$ cat config.mk
export PLATFORM = sky130hd
export DESIGN_NAME = pipe_hazard_ctrl_flat
export DESIGN_NICKNAME = d
export VERILOG_FILES = /design/src/rtl/pipe_hazard_ctrl_pkg.sv /design/src/rtl/pipe_hazard_ctrl_if.sv /design/src/rtl/pipe_hazard_ctrl_sb_shift.sv /design/src/rtl/pipe_hazard_ctrl.sv /design/src/flat_wrapper.sv
export SDC_FILE = /design/constraint.sdc
export NUM_CORES = 1
export LEC_CHECK = 0
export ABC_AREA = 0
export CORE_MARGIN = 2
export CORE_UTILIZATION = 47
export DETAILED_ROUTE_END_ITERATION = 6
export GPL_TIMING_DRIVEN = 0
export PLACE_DENSITY = 0.92
export SETUP_SLACK_MARGIN = 0.02
export SLEW_MARGIN = 20
export SYNTH_ARGS = -nofsm -noshare
export SYNTH_HDL_FRONTEND = slang
export SYNTH_SLANG_ARGS = --single-unit
$ cat constraint.sdc
create_clock -name clk -period 2.5 [get_ports clk]
set_input_delay 0.5 -clock clk [delete_from_list [all_inputs] [get_ports clk]]
set_output_delay 0.5 -clock clk [all_outputs]
set_load 0.01 [all_outputs]
$ cat src/rtl/pipe_hazard_ctrl_pkg.sv
// Shared types for the ID-stage hazard controller.
//   sb_entry_t   : one scoreboard slot {valid, rd, is_load}
//   ctrl_state_e : counter-attribution state (RUN / HAZARD / MEMWAIT)
//   sb_match     : true when a slot holds a live write to a non-x0 register
package pipe_hazard_ctrl_pkg;

  typedef struct packed {
    logic       valid;
    logic [4:0] rd;
    logic       is_load;
  } sb_entry_t;

  typedef enum logic [1:0] {
    ST_RUN     = 2'd0,
    ST_HAZARD  = 2'd1,
    ST_MEMWAIT = 2'd2
  } ctrl_state_e;

  // x0 is hard-wired zero, so it can never create a dependency.
  function automatic logic sb_match(input sb_entry_t e, input logic [4:0] addr);
    return e.valid && (e.rd == addr) && (addr != 5'd0);
  endfunction

endpackage

$ cat src/rtl/pipe_hazard_ctrl_if.sv
// ID-stage <-> hazard controller bundle.
//   master : drives the decoded-instruction fields, branch resolution and mem_busy
//   slave  : the controller; returns stalls, flush, issue, PC redirect and counters
// PC_WIDTH / CNT_WIDTH must match the parameters of the attached controller.
interface pipe_hazard_ctrl_if #(
  parameter int PC_WIDTH  = 10,
  parameter int CNT_WIDTH = 16
);
  logic                 id_valid;
  logic                 rs1_re;
  logic [4:0]           rs1_addr;
  logic                 rs2_re;
  logic [4:0]           rs2_addr;
  logic                 rd_we;
  logic [4:0]           rd_addr;
  logic                 id_is_load;
  logic                 ex_branch_taken;
  logic [PC_WIDTH-1:0]  ex_target;
  logic                 mem_busy;
  logic                 stall_if;
  logic                 stall_id;
  logic                 stall_ex;
  logic                 flush_id;
  logic                 issue;
  logic                 pc_redirect_en;
  logic [PC_WIDTH-1:0]  pc_redirect;
  logic [CNT_WIDTH-1:0] haz_cycles;
  logic [CNT_WIDTH-1:0] mem_cycles;

  modport master (
    output id_valid, rs1_re, rs1_addr, rs2_re, rs2_addr, rd_we, rd_addr, id_is_load,
           ex_branch_taken, ex_target, mem_busy,
    input  stall_if, stall_id, stall_ex, flush_id, issue, pc_redirect_en, pc_redirect,
           haz_cycles, mem_cycles
  );

  modport slave (
    input  id_valid, rs1_re, rs1_addr, rs2_re, rs2_addr, rd_we, rd_addr, id_is_load,
           ex_branch_taken, ex_target, mem_busy,
    output stall_if, stall_id, stall_ex, flush_id, issue, pc_redirect_en, pc_redirect,
           haz_cycles, mem_cycles
  );
endinterface

$ cat src/rtl/pipe_hazard_ctrl_sb_shift.sv
// One scoreboard slot register.
//   clk, rst (sync, active-low)
//   hold      : keep current contents (data-memory freeze)
//   bubble    : load an empty slot instead of entry_in
//   entry_in  : value from the previous (younger) slot or the ID insert
//   entry_out : registered slot contents
module sb_shift
  import pipe_hazard_ctrl_pkg::*;
(
  input  logic      clk,
  input  logic      rst,
  input  logic      hold,
  input  logic      bubble,
  input  sb_entry_t entry_in,
  output sb_entry_t entry_out
);
  sb_entry_t entry_d, entry_q;

  always_comb begin
    entry_d = entry_q;
    if (!hold) begin
      entry_d = bubble ? '0 : entry_in;
    end
  end

  always_ff @(posedge clk) begin
    if (!rst) entry_q <= '0;
    else      entry_q <= entry_d;
  end

  assign entry_out = entry_q;
endmodule

$ cat src/rtl/pipe_hazard_ctrl.sv
// ID-stage pipeline sequencer for the 5-stage RV32I core.
//   clk, rst (sync, active-low; all outputs forced to 0 while low)
//   bus (slave): ID read/write requests, EX branch resolution, mem_busy in;
//                stall_if/id/ex, flush_id, issue, pc_redirect(_en) and the
//                saturating haz_cycles / mem_cycles counters out.
// Scoreboard slot [0]=EX, [1]=MEM, [2]=WB. Priority: mem_busy > branch > hazard > issue.
module pipe_hazard_ctrl
  import pipe_hazard_ctrl_pkg::*;
#(
  parameter int PC_WIDTH  = 10,
  parameter int SB_DEPTH  = 3,
  parameter int FWD_EN    = 0,
  parameter int CNT_WIDTH = 16
) (
  input  logic              clk,
  input  logic              rst,
  pipe_hazard_ctrl_if.slave bus
);
  localparam logic [CNT_WIDTH-1:0] CNT_ONE = {{(CNT_WIDTH-1){1'b0}}, 1'b1};

  sb_entry_t           sb_q [SB_DEPTH];
  sb_entry_t           ins_entry;
  logic                bubble;
  logic                hit1, hit2, hazard;
  logic                stall_if_c, stall_id_c, stall_ex_c, flush_c, issue_c, redir_en_c;
  logic [PC_WIDTH-1:0] redir_c;

  ctrl_state_e          state_d, state_q;
  logic [CNT_WIDTH-1:0] haz_d, haz_q, mem_d, mem_q;

  // Scoreboard shift chain; the whole chain freezes on mem_busy.
  for (genvar gi = 0; gi < SB_DEPTH; gi++) begin : g_sb
    if (gi == 0) begin : g_head
      sb_shift u_sb (
        .clk      (clk),
        .rst      (rst),
        .hold     (bus.mem_busy),
        .bubble   (bubble),
        .entry_in (ins_entry),
        .entry_out(sb_q[gi])
      );
    end else begin : g_tail
      sb_shift u_sb (
        .clk      (clk),
        .rst      (rst),
        .hold     (bus.mem_busy),
        .bubble   (1'b0),
        .entry_in (sb_q[gi-1]),
        .entry_out(sb_q[gi])
      );
    end
  end

  // With forwarding only a load still in EX cannot be bypassed. Without it,
  // every in-flight writer except the WB slot blocks: WB writes the regfile
  // in the same cycle and the regfile reads through the new value.
  always_comb begin
    hit1 = 1'b0;
    hit2 = 1'b0;
    if (FWD_EN != 0) begin
      hit1 = sb_match(sb_q[0], bus.rs1_addr) && sb_q[0].is_load;
      hit2 = sb_match(sb_q[0], bus.rs2_addr) && sb_q[0].is_load;
    end else begin
      for (int i = 0; i < SB_DEPTH - 1; i++) begin
        hit1 = hit1 | sb_match(sb_q[i], bus.rs1_addr);
        hit2 = hit2 | sb_match(sb_q[i], bus.rs2_addr);
      end
    end
    hazard = bus.id_valid && ((bus.rs1_re && hit1) || (bus.rs2_re && hit2));
  end

  always_comb begin
    stall_if_c = 1'b0;
    stall_id_c = 1'b0;
    stall_ex_c = 1'b0;
    flush_c    = 1'b0;
    issue_c    = 1'b0;
    redir_en_c = 1'b0;
    redir_c    = '0;
    bubble     = 1'b0;
    if (bus.mem_busy) begin
      stall_if_c = 1'b1;
      stall_id_c = 1'b1;
      stall_ex_c = 1'b1;
    end else if (bus.ex_branch_taken) begin
      // The ID instruction is on the wrong path, so any hazard it has is moot.
      redir_en_c = 1'b1;
      redir_c    = bus.ex_target;
      flush_c    = 1'b1;
      bubble     = 1'b1;
    end else if (hazard) begin
      stall_if_c = 1'b1;
      stall_id_c = 1'b1;
      bubble     = 1'b1;
    end else begin
      issue_c = bus.id_valid;
    end
    ins_entry         = '0;
    ins_entry.valid   = issue_c && bus.rd_we && (bus.rd_addr != 5'd0);
    ins_entry.rd      = bus.rd_addr;
    ins_entry.is_load = bus.id_is_load;
  end

  // Counter attribution state lags the stall decision by one cycle.
  always_comb begin
    if (bus.mem_busy)                          state_d = ST_MEMWAIT;
    else if (hazard && !bus.ex_branch_taken)   state_d = ST_HAZARD;
    else                                       state_d = ST_RUN;
    haz_d = haz_q;
    mem_d = mem_q;
    if (state_q == ST_HAZARD && !(&haz_q))  haz_d = haz_q + CNT_ONE;
    if (state_q == ST_MEMWAIT && !(&mem_q)) mem_d = mem_q + CNT_ONE;
  end

  always_ff @(posedge clk) begin
    if (!rst) begin
      state_q <= ST_RUN;
      haz_q   <= '0;
      mem_q   <= '0;
    end else begin
      state_q <= state_d;
      haz_q   <= haz_d;
      mem_q   <= mem_d;
    end
  end

  assign bus.stall_if       = rst & stall_if_c;
  assign bus.stall_id       = rst & stall_id_c;
  assign bus.stall_ex       = rst & stall_ex_c;
  assign bus.flush_id       = rst & flush_c;
  assign bus.issue          = rst & issue_c;
  assign bus.pc_redirect_en = rst & redir_en_c;
  assign bus.pc_redirect    = {PC_WIDTH{rst}} & redir_c;
  assign bus.haz_cycles     = {CNT_WIDTH{rst}} & haz_q;
  assign bus.mem_cycles     = {CNT_WIDTH{rst}} & mem_q;
endmodule

$ cat src/flat_wrapper.sv
// flat-port wrapper written by rule: the top's interface ports become plain ports
module pipe_hazard_ctrl_flat import pipe_hazard_ctrl_pkg::*;
#(
  parameter int PC_WIDTH  = 10,
  parameter int SB_DEPTH  = 3,
  parameter int FWD_EN    = 0,
  parameter int CNT_WIDTH = 16
)
  (clk, rst, bus_id_valid, bus_rs1_re, bus_rs1_addr, bus_rs2_re, bus_rs2_addr, bus_rd_we, bus_rd_addr, bus_id_is_load, bus_ex_branch_taken, bus_ex_target, bus_mem_busy, bus_stall_if, bus_stall_id, bus_stall_ex, bus_flush_id, bus_issue, bus_pc_redirect_en, bus_pc_redirect, bus_haz_cycles, bus_mem_cycles);
  pipe_hazard_ctrl_if #(.PC_WIDTH(PC_WIDTH), .CNT_WIDTH(CNT_WIDTH)) bus_i ();
  input  logic clk;
  input  logic rst;
  input wire logic [$bits(bus_i.id_valid)-1:0] bus_id_valid;
  input wire logic [$bits(bus_i.rs1_re)-1:0] bus_rs1_re;
  input wire logic [$bits(bus_i.rs1_addr)-1:0] bus_rs1_addr;
  input wire logic [$bits(bus_i.rs2_re)-1:0] bus_rs2_re;
  input wire logic [$bits(bus_i.rs2_addr)-1:0] bus_rs2_addr;
  input wire logic [$bits(bus_i.rd_we)-1:0] bus_rd_we;
  input wire logic [$bits(bus_i.rd_addr)-1:0] bus_rd_addr;
  input wire logic [$bits(bus_i.id_is_load)-1:0] bus_id_is_load;
  input wire logic [$bits(bus_i.ex_branch_taken)-1:0] bus_ex_branch_taken;
  input wire logic [$bits(bus_i.ex_target)-1:0] bus_ex_target;
  input wire logic [$bits(bus_i.mem_busy)-1:0] bus_mem_busy;
  output wire logic [$bits(bus_i.stall_if)-1:0] bus_stall_if;
  output wire logic [$bits(bus_i.stall_id)-1:0] bus_stall_id;
  output wire logic [$bits(bus_i.stall_ex)-1:0] bus_stall_ex;
  output wire logic [$bits(bus_i.flush_id)-1:0] bus_flush_id;
  output wire logic [$bits(bus_i.issue)-1:0] bus_issue;
  output wire logic [$bits(bus_i.pc_redirect_en)-1:0] bus_pc_redirect_en;
  output wire logic [$bits(bus_i.pc_redirect)-1:0] bus_pc_redirect;
  output wire logic [$bits(bus_i.haz_cycles)-1:0] bus_haz_cycles;
  output wire logic [$bits(bus_i.mem_cycles)-1:0] bus_mem_cycles;
  assign bus_i.id_valid = bus_id_valid;
  assign bus_i.rs1_re = bus_rs1_re;
  assign bus_i.rs1_addr = bus_rs1_addr;
  assign bus_i.rs2_re = bus_rs2_re;
  assign bus_i.rs2_addr = bus_rs2_addr;
  assign bus_i.rd_we = bus_rd_we;
  assign bus_i.rd_addr = bus_rd_addr;
  assign bus_i.id_is_load = bus_id_is_load;
  assign bus_i.ex_branch_taken = bus_ex_branch_taken;
  assign bus_i.ex_target = bus_ex_target;
  assign bus_i.mem_busy = bus_mem_busy;
  assign bus_stall_if = bus_i.stall_if;
  assign bus_stall_id = bus_i.stall_id;
  assign bus_stall_ex = bus_i.stall_ex;
  assign bus_flush_id = bus_i.flush_id;
  assign bus_issue = bus_i.issue;
  assign bus_pc_redirect_en = bus_i.pc_redirect_en;
  assign bus_pc_redirect = bus_i.pc_redirect;
  assign bus_haz_cycles = bus_i.haz_cycles;
  assign bus_mem_cycles = bus_i.mem_cycles;
  pipe_hazard_ctrl #(.PC_WIDTH(PC_WIDTH), .SB_DEPTH(SB_DEPTH), .FWD_EN(FWD_EN), .CNT_WIDTH(CNT_WIDTH)) u_core (.clk(clk), .rst(rst), .bus(bus_i));
endmodule
Word level (Yosys, flattened, before mapping). Index checks and enable logic that the tools add are counted.

Word-level logic and storage cells: 68. Bits in registers: 46. Output and inout port bits: 48. Input bits: 34.

Muxes and demuxes: 16. Equality and inequality tests: 6. Reduce and logical (&&, ||, !) cells: 26. $add $sub $neg: 2. Bitwise logic cells: 10.

Operators by type and width (number): 16-bit by 1-bit adder with 16-bit output (second input constant) (2); 16-bit bitwise AND (2); 16-bit AND reduction (2); 5-bit equality test (4); 10-bit 2-to-1 mux (2); 1-bit logical AND (16); 5-bit nonzero test (3); 1-bit 2-to-1 mux (12); 10-bit bitwise AND (1); 7-bit 2-to-1 mux (1); 1-bit bitwise AND (4); 1-bit logical NOT (3); 2-bit by 1-bit equality test with 1-bit output (second input constant) (1); 2-bit equality test (second input constant) (1); 2-bit 2-to-1 mux (1); 1-bit OR (2); 2-bit OR reduction (1); 1-bit logical OR (1); 1-bit inverter (1).

Logic depth before layout (Yosys ltp). Gate-level depths: netlist of run 1.

Depth after elaboration: 13. Depth in mapped cells: 6. Gate-level depth less buffers: 6.

By module. A second synthesis of run 1 with hierarchy kept.

Cell total of the unflattened synthesis: 339. Area total of the unflattened synthesis: 2959.1 µm².

Modules (own cells, without submodules): pipe_hazard_ctrl (instances 1, seq. area each 680.7 µm², cells each 279, area an instance 2418.6 µm²); sb_shift (instances 2, seq. area each 140.1 µm², cells each 30, area an instance 270.3 µm²).

Worst setup path before layout of run 1. Ideal clock, no wire load.

Kind: input -> output. From: in bus_rs1_addr[1]. To: out bus_stall_if. Arrival time: 1792 ps. Stages: 5. Path buffers: 1. Path slack: 208 ps. Data required time: 2000 ps. Cells stage by stage: or4_1 -> o21ai_0 -> o22ai_2 -> a41o_1 -> buf_4.

Longest elaborated chain between the ends: 11. Elaborated cells between the ends (all ways): 15. Classes of those cells: 2 x eq/ne; 3 x mux; 2 x bitwise; 8 x reduce/logical.

Ends and longest elaborated chain: start: declaration (RTL line flat_wrapper.sv:15) `input wire logic [$bits(bus_i.rs1_addr)-1:0] bus_rs1_addr;`; 5-bit equality test (RTL line pipe_hazard_ctrl_pkg.sv:21) `return e.valid && (e.rd == addr) && (addr != 5'd0);`; 1-bit logical AND (2 in a row) (RTL line pipe_hazard_ctrl_pkg.sv:21); 1-bit OR (*) (RTL line pipe_hazard_ctrl.sv:65) `hit1 = hit1 | sb_match(sb_q[i], bus.rs1_addr);`; 1-bit logical AND (*) (RTL line pipe_hazard_ctrl.sv:69) `hazard = bus.id_valid && ((bus.rs1_re && hit1) || (bus.rs2_re && hit2));`; 1-bit logical OR (*) (RTL line pipe_hazard_ctrl.sv:69); 1-bit logical AND (*) (RTL line pipe_hazard_ctrl.sv:69); 1-bit 2-to-1 mux (*) (3 in a row); 1-bit bitwise AND (*); end: declaration (RTL line flat_wrapper.sv:24) `output wire logic [$bits(bus_i.stall_if)-1:0] bus_stall_if;`.

Mark *: on every way between the ends. The rest lies on a longest branch, timed or not.

Worst setup path after layout of run 1.
From: in bus_rs2_addr[3]. To: out bus_stall_if.

Longest elaborated chain between the ends: 11. Elaborated cells between the ends (all ways): 15. Classes of those cells: 2 x eq/ne; 3 x mux; 2 x bitwise; 8 x reduce/logical.

Ends and longest elaborated chain: start: declaration (RTL line flat_wrapper.sv:17) `input wire logic [$bits(bus_i.rs2_addr)-1:0] bus_rs2_addr;`; 5-bit equality test (RTL line pipe_hazard_ctrl_pkg.sv:21); 1-bit logical AND (2 in a row) (RTL line pipe_hazard_ctrl_pkg.sv:21); 1-bit OR (*) (RTL line pipe_hazard_ctrl.sv:66) `hit2 = hit2 | sb_match(sb_q[i], bus.rs2_addr);`; 1-bit logical AND (*) (RTL line pipe_hazard_ctrl.sv:69); 1-bit logical OR (*) (RTL line pipe_hazard_ctrl.sv:69); 1-bit logical AND (*) (RTL line pipe_hazard_ctrl.sv:69); 1-bit 2-to-1 mux (*) (RTL line pipe_hazard_ctrl.sv:91) `end else if (hazard) begin`; 1-bit 2-to-1 mux (*) (RTL line pipe_hazard_ctrl.sv:85) `end else if (bus.ex_branch_taken) begin`; 1-bit 2-to-1 mux (*) (RTL line pipe_hazard_ctrl.sv:81) `if (bus.mem_busy) begin`; 1-bit bitwise AND (*) (RTL line pipe_hazard_ctrl.sv:127) `assign bus.stall_if = rst & stall_if_c;`.

Marks and branches as above.

==> impl_metrics.toml, run 1 <==
[worst_setup_path]
critPathTopFamily = "compound AO/OA/AOI/OAI gates"
r2r_cells = 6
critPathKind = "primary input to primary output"
cpPeakStageDelay_ns = 0.33
crit_path_top_delay_cell = "nor4_1"
setup.worst_path.end_class = "primary output"
required_ns = 2.00
cp_num_buf_inv = 3
cp.depth = 8
crit_path_cell_trace = "clkdlybuf4s15_2, xor2_1, nor4_1, a32oi_1, o22ai_2, a41o_1, buf_4, buf_6"
critical_path_arrival_ns = 2.00
startpoint_type = "primary input"
critPathMaxFanout = 3

[layout]
layout.nets = 444
multi_input_area_um2 = 1700
num-fill-cells = 453
drive_gt1_frac = 0.154
design_area_um2 = 3710
area_growth_syn_to_layout_pct = 38.3
num_antenna_cells = 0
register_area_um2 = 925

[global_route]
grtUsageTotal = 0.229
overflow = 0
grt_pass1_wl_um = 11400
grt_max_degree = 20
grt_pass1_vias = 2529
antenna_found_initial = 0

[clock_network]
clock_sinks = 46
cts_inserted_buffers = 5
path_clk_slew_ns = 0.08
clk_latency_ns = 0.31
clk_path_buf_depth = 2
htree_levels = 2
cts-root-buf = "clkbuf_8"
cts_tree = "yes"

[placement]
place_area_um2 = 3560
dp_hpwl_um = 5100
place_ws_ns = -0.988
portBuffers = 79
gp_congestion = 0.977

[power]
power.density_nw_per_um2 = 396
vdd_drop_max_uv = 331
p_leak_nw = 1.53

[sta]
grt_setup_unrepaired = "yes"
fin_skew_ns = 0.00656
slew_headroom = 0.633
setup_slack_ns = -0.00415
tightest_slew_ns = 0.547
fmax_mhz = 399
drv_slew = 0
setup_violations = 1
finalHoldViolations = 0
post-route-min-period_ns = 2.50
fin_crit_sh = 1.00

[flow_run]
max_cap_violations = 0

[floorplanning]
fp.dieArea_um2 = 6330
io_pins = 82
initial_core_util = 0.487
die_y_um = 79.6
die_w_um = 79.6
num_rows = 27
core_um2 = 5510

[drt]
avgViaCountPerCell = 5.44
drt_wl_total_um = 7050
first_pass_iters = 4
drcViolationCount = 0
vias = 2615
drt_iter0_markers = 134
wire_per_inst_um = 14.7
ant_nets = 0

[yosys]
synthArstFlopShare = 0
syn_area_per_cell_um2 = 8.44
syn-cell-area_um2 = 2680
synth-edff-count = 0
synth_seq_cells = 46
synth_ff_type = "dfxtp_1"
ys_seq_area_frac = 0.343
yosysWarnings = 0
ys_types = 46
postSynthNetCount = 354
synth_cells = 318

[run_status]
status = "complete, but fails checks"
violations = "negative setup slack"

[worst_hold_path]
hp-class = "register to register"
min_path_cells = 2
## cell usage after synthesis (2+ instances only)
| master | count | area, µm² |
|---|---|---|
| a21o_1 | 2 | 15.0 |
| nand3_1 | 11 | 55.1 |
| nor3_1 | 10 | 50.1 |
| ha_1 | 2 | 25.0 |
| or3_2 | 2 | 15.0 |
| or4_1 | 3 | 22.5 |
| and4_4 | 2 | 22.5 |
| nand2b_1 | 4 | 25.0 |
| a21oi_1 | 5 | 25.0 |
| inv_1 | 8 | 30.0 |
| nor4_1 | 8 | 50.1 |
| buf_4 | 2 | 15.0 |
| nor2_1 | 36 | 135 |
| o31ai_1 | 3 | 22.5 |
| mux2i_1 | 7 | 70.1 |
| a32oi_1 | 7 | 61.3 |
| xnor2_1 | 10 | 87.6 |
| and2b_1 | 2 | 15.0 |
| dfxtp_1 | 46 | 921 |
| nand4_4 | 2 | 42.5 |
| nand4_1 | 6 | 37.5 |
| clkbuf_1 | 10 | 37.5 |
| nand2_1 | 24 | 90.1 |
| and2_1 | 41 | 257 |
| xor2_1 | 22 | 193 |
| mux2_2 | 6 | 67.6 |
| o21ai_0 | 18 | 90.1 |
## through the flow
stage	TNS, ns	power, mW	utilization	hold slack, ns	std cells
final	-0.00415	1.47	0.674	0.527	481
after global routing	-0.117	1.53	0.674	0.557	481
after detailed placement	-25.52	0.953	0.647	0.511	469
after CTS	0	1.48	0.673	0.524	481
after global placement	-25.44	0.946	0.647	0.493	469
after floorplan	0	0.851	-	0.455	318
## power breakdown
| part | switching (mW) | internal (mW) |
|---|---|---|
| logic | 0.0858 | 0.0944 |
| registers | 0.0151 | 0.744 |
| clock network | 0.253 | 0.279 |
| total | 0.353 | 1.12 |
## worst reg2reg max path, stage by stage, from the launching register on
cell	delay (ns)
dfxtp_1	0.39
ha_1	0.24
nand2_1	0.16
nor3_1	0.46
and4bb_2	0.32
xnor2_1	0.12
nor2_1	0.05
## layout make-up
| cell class | instances | area share |
|---|---|---|
| inverters | 8 | 0.00809 |
| repair buffers | 84 | 0.211 |
| plain buffers | 12 | 0.0216 |
| flip-flops and latches | 46 | 0.249 |
| multi-input cells | 251 | 0.457 |
| well taps | 72 | 0.0243 |
| clock buffers | 8 | 0.0297 |
## what timing repair did
| item | 4_1_cts | 5_1_grt |
|---|---|---|
| hold buffers | 0 | 0 |
| resized for setup | 72 | 11 |
| cloned | 1 | 0 |
| buffers inserted | 4 | 0 |
| endpoints found under the setup margin | 42 | 5 |
| pin swaps | 12 | 3 |
## registers in the layout, indices dropped and copies added (netlist names)
register                           cells
u_core.haz_q                          16
u_core.mem_q                          16
u_core.state_q                         2
u_core.g_sb.g_tail.u_sb.entry_out      6
u_core.g_sb.g_head.u_sb.entry_out      6
## kinds of logic (layout without fill, tap and decap cells)
kind of cell	count (synthesis)	in the layout	synth area share
AO/OA/AOI/OAI	43	43	0.118
flip-flops	46	46	0.343
XOR/XNOR	32	32	0.104
AND/OR/NAND/NOR	160	160	0.334
adder cells (fa/ha/maj)	2	2	0.00932
buffers and inverters	21	112	0.0350
multiplexers	14	14	0.0555
## routing by layer
metal	track usage	vias up	wire length, µm
met5	0	-	0
met4	0.0741	0	148
met3	0.0532	14	355
met2	0.413	82	3540
met1	0.266	1227	3010
li1	-	1292	-
## worst paths after layout
| path | start | to | slack, ns |
|---|---|---|---|
| setup reg to reg | u_core.haz_q[0] | u_core.haz_q[14] | 0.64 |
| hold reg to reg | u_core.g_sb[0].g_head.u_sb.entry_out[6] | u_core.g_sb[0].g_head.u_sb.entry_out[6] | 0.53 |
| hold / removal | u_core.g_sb[0].g_head.u_sb.entry_out[6] | u_core.g_sb[0].g_head.u_sb.entry_out[6] | 0.53 |
| setup / recovery | bus_rs2_addr[3] | bus_stall_if | -0.004 |
## layout by cell type, fill, tap and decap left out, drive strengths merged, types with 8 or more instances in the layout
master	n
clkbuf	20
xor2	22
nor3	11
inv	8
nor2	37
o21ai	19
dlygate4sd2	13
nand2	24
buf	14
nand4	8
and2	42
xnor2	10
dfxtp	46
nand3	11
clkdlybuf4s50	51
nor4	8
(Power assumes the default switching activity.)
==> run 2, diff against run 1 <==
--- a/config.mk
+++ b/config.mk
@@ -5,12 +5,12 @@
 export SDC_FILE = /design/constraint.sdc
 export NUM_CORES = 1
 export LEC_CHECK = 0
-export ABC_AREA = 0
+export ABC_AREA = 1
 export CORE_MARGIN = 2
-export CORE_UTILIZATION = 47
+export CORE_UTILIZATION = 49
 export DETAILED_ROUTE_END_ITERATION = 6
 export GPL_TIMING_DRIVEN = 0
-export PLACE_DENSITY = 0.92
+export PLACE_DENSITY = 0.93
 export SETUP_SLACK_MARGIN = 0.02
 export SLEW_MARGIN = 20
 export SYNTH_ARGS = -nofsm -noshare
==> run 2 against run 1 <==
Sequential share of layout area fell by 2.1 points. The run now ends clean. Critical path depth fell by 4. Combinational power rose by 6%. Register-to-register slack barely moved. Worst hold slack got worse by 0.036 ns. Clock power fell by 4%. Sequential power fell by 1%. Flip-flop and latch count did not move. Worst setup slack improved by 0.037 ns. Maximum frequency rose by 1.5%. Non-clock buffer count fell by 3. Final area rose by 8.8%.
==> impl_metrics.toml, run 2 <==
[run_status]
status = "finished, final reports clean"

[worst_setup_path]
critical_path_arrival_ns = 1.97
r2r_cells = 9
critPathMaxFanout = 8
startpoint_type = "primary input"
required_ns = 2.00
setup.worst_path.end_class = "primary output"
critPathKind = "primary input to primary output"

[power]
p_int_mw = 1.08
p_sw_frac = 0.255
vdd_drop_max_uv = 245
p_leak_nw = 2.02
p_seq_frac = 0.515
pwr-share-comb = 0.131
power_frac_clock = 0.353
fin_total_pwr_mw = 1.45
switching_power_mw = 0.370
power.density_nw_per_um2 = 360

[sta]
setup_violations = 0
fin_skew_ns = 0.0136
finalHoldViolations = 0
fin_crit_sh = 0.987
tightest_slew_ns = 0.471
drv_slew = 0
fmax_mhz = 405
post-route-min-period_ns = 2.47
slew_headroom = 0.686
grt_setup_unrepaired = "yes"
setup_slack_ns = 0.0328

[clock_network]
cts_inserted_buffers = 5
clk_path_buf_depth = 2
hold_buffers = 0
cts_tree = "yes"
cts-root-buf = "clkbuf_8"
clock_sinks = 46
htree_levels = 2
path_clk_slew_ns = 0.09
clk_latency_ns = 0.31

[floorplanning]
fp.dieArea_um2 = 6740
die_w_um = 82.1
initial_core_util = 0.505
core_um2 = 5920
io_pins = 82
die_y_um = 82.1
num_rows = 28

[yosys]
yosysTopAreaCellShare = 0.308
synth_xor_area_frac = 0.0322
ys_seq_area_frac = 0.308
syn_area_per_cell_um2 = 5.80
yosysMostFrequentCell = "nand2_1"
syn-cell-area_um2 = 2990
synthTopCellsByArea = "dfxtp_1, nand2_1, inv_1"
yosys.area_share.simple = 0.415
synth_cells = 515
synth.largest_area_cell = "dfxtp_1"
synth_compound_area_frac = 0.0858
postSynthNetCount = 551
yosysWarnings = 0
synth-edff-count = 0
ys_types = 32
synth_seq_cells = 46
synthArstFlopShare = 0
synth_commonest_cells = "nand2_1, inv_1, nor2_1"
synth_ff_type = "dfxtp_1"
synth_top_family_by_area = "simple AND/OR/NAND/NOR gates"
synth_mux_area_frac = 0
synth_fa_ha_area_frac = 0.00838

[global_route]
overflow = 0
grtUsageTotal = 0.239
antenna_found_initial = 0
grt_pass1_wl_um = 12600
grt_pass1_vias = 2999
grt_max_degree = 15

[placement]
dp_cells = 670
portBuffers = 80
dp_hpwl_um = 6070
place_area_um2 = 3880
place_ws_ns = -0.794
gp_congestion = 0.935

[layout]
design_area_um2 = 4040
mostFrequentLayoutCells = "nand2_1, inv_1, nor2_1"
final_common_cell = "nand2_1"
multi_input_area_um2 = 1640
reg.largest.list = "u_core.haz_q (16), u_core.mem_q (16)"
register_area_um2 = 921
drive_gt1_frac = 0.0828
layout.nets = 639
area_growth_syn_to_layout_pct = 35.1
num_antenna_cells = 0
num-fill-cells = 545
finalNonFillerCells = 679
fin_util = 0.682

[drt]
first_pass_iters = 5
ant_nets = 0
vias = 3392
drt_iter0_markers = 235
wire_per_inst_um = 11.7
drcViolationCount = 0
drt_wl_total_um = 7960
avgViaCountPerCell = 5.00

[flow_run]
max_cap_violations = 0

[worst_hold_path]
min_path_cells = 2
hp-class = "register to register"
-- run 2: worst paths after layout --
path,to,startpoint,slack [ns]
worst max-delay path,bus_stall_ex,bus_mem_busy,0.03
worst max register to register,u_core.haz_q[11],u_core.haz_q[0],0.64
worst min register to register,u_core.haz_q[10],u_core.haz_q[10],0.49
worst min-delay path,u_core.haz_q[10],u_core.haz_q[10],0.49
-- run 2: through the flow --
stage,TNS [ns],hold WS [ns]
after detailed placement,-23.34,0.475
after global routing,-0.0340,0.505
after floorplan,0,0.445
after global placement,-22.15,0.471
final,0,0.490
after CTS,-0.0179,0.489
-- run 2: layer usage --
metal | global-route usage | share of wire | vias up
met5 | 0 | 0 | -
met1 | 0.283 | 0.43 | 1509
li1 | - | - | 1746
met3 | 0.0352 | 0.047 | 21
met4 | 0.0950 | 0.021 | 0
met2 | 0.428 | 0.50 | 116
-- run 2: layout make-up --
| cell class | count | share of cell area |
|---|---|---|
| plain buffers | 12 | 0.0220 |
| flip-flops and latches | 46 | 0.228 |
| multi-input cells | 357 | 0.407 |
| clock inverters | 1 | 0.00217 |
| clock buffers | 7 | 0.0239 |
| inverters | 100 | 0.0945 |
| well taps | 75 | 0.0232 |
| repair buffers | 81 | 0.199 |
-- run 2: cells by family (layout without fill, tap and decap cells) --
group           Yosys count  count (layout)
simple gates            298             298
buf+inv                 112             201
compound gates           46              46
flops                    46              46
xor+xnor                 11              11
fa+ha+maj                 2               2
-- run 2: power by group through the flow --
stage / Combinational [mW] / Sequential, mW / Clock (mW)
after floorplan: 0.0902 / 0.763 / 0
after global placement: 0.186 / 0.766 / 0
after detailed placement: 0.189 / 0.766 / 0
after CTS: 0.189 / 0.749 / 0.518
after global routing: 0.210 / 0.750 / 0.547
final: 0.191 / 0.749 / 0.513
-- run 2: repair_timing --
| item | in CTS | in global routing |
|---|---|---|
| gates cloned | 0 | 0 |
| resized for setup | 39 | 13 |
| endpoints found under the setup margin | 48 | 31 |
| buffers inserted | 1 | 0 |
| pin swaps | 1 | 3 |
-- run 2: worst max-delay path: stages --
cell,delay (ns)
dlygate4sd2_1,0.31
nand2_1,0.35
clkinvlp_4,0.27
clkdlybuf4s50_1,0.53
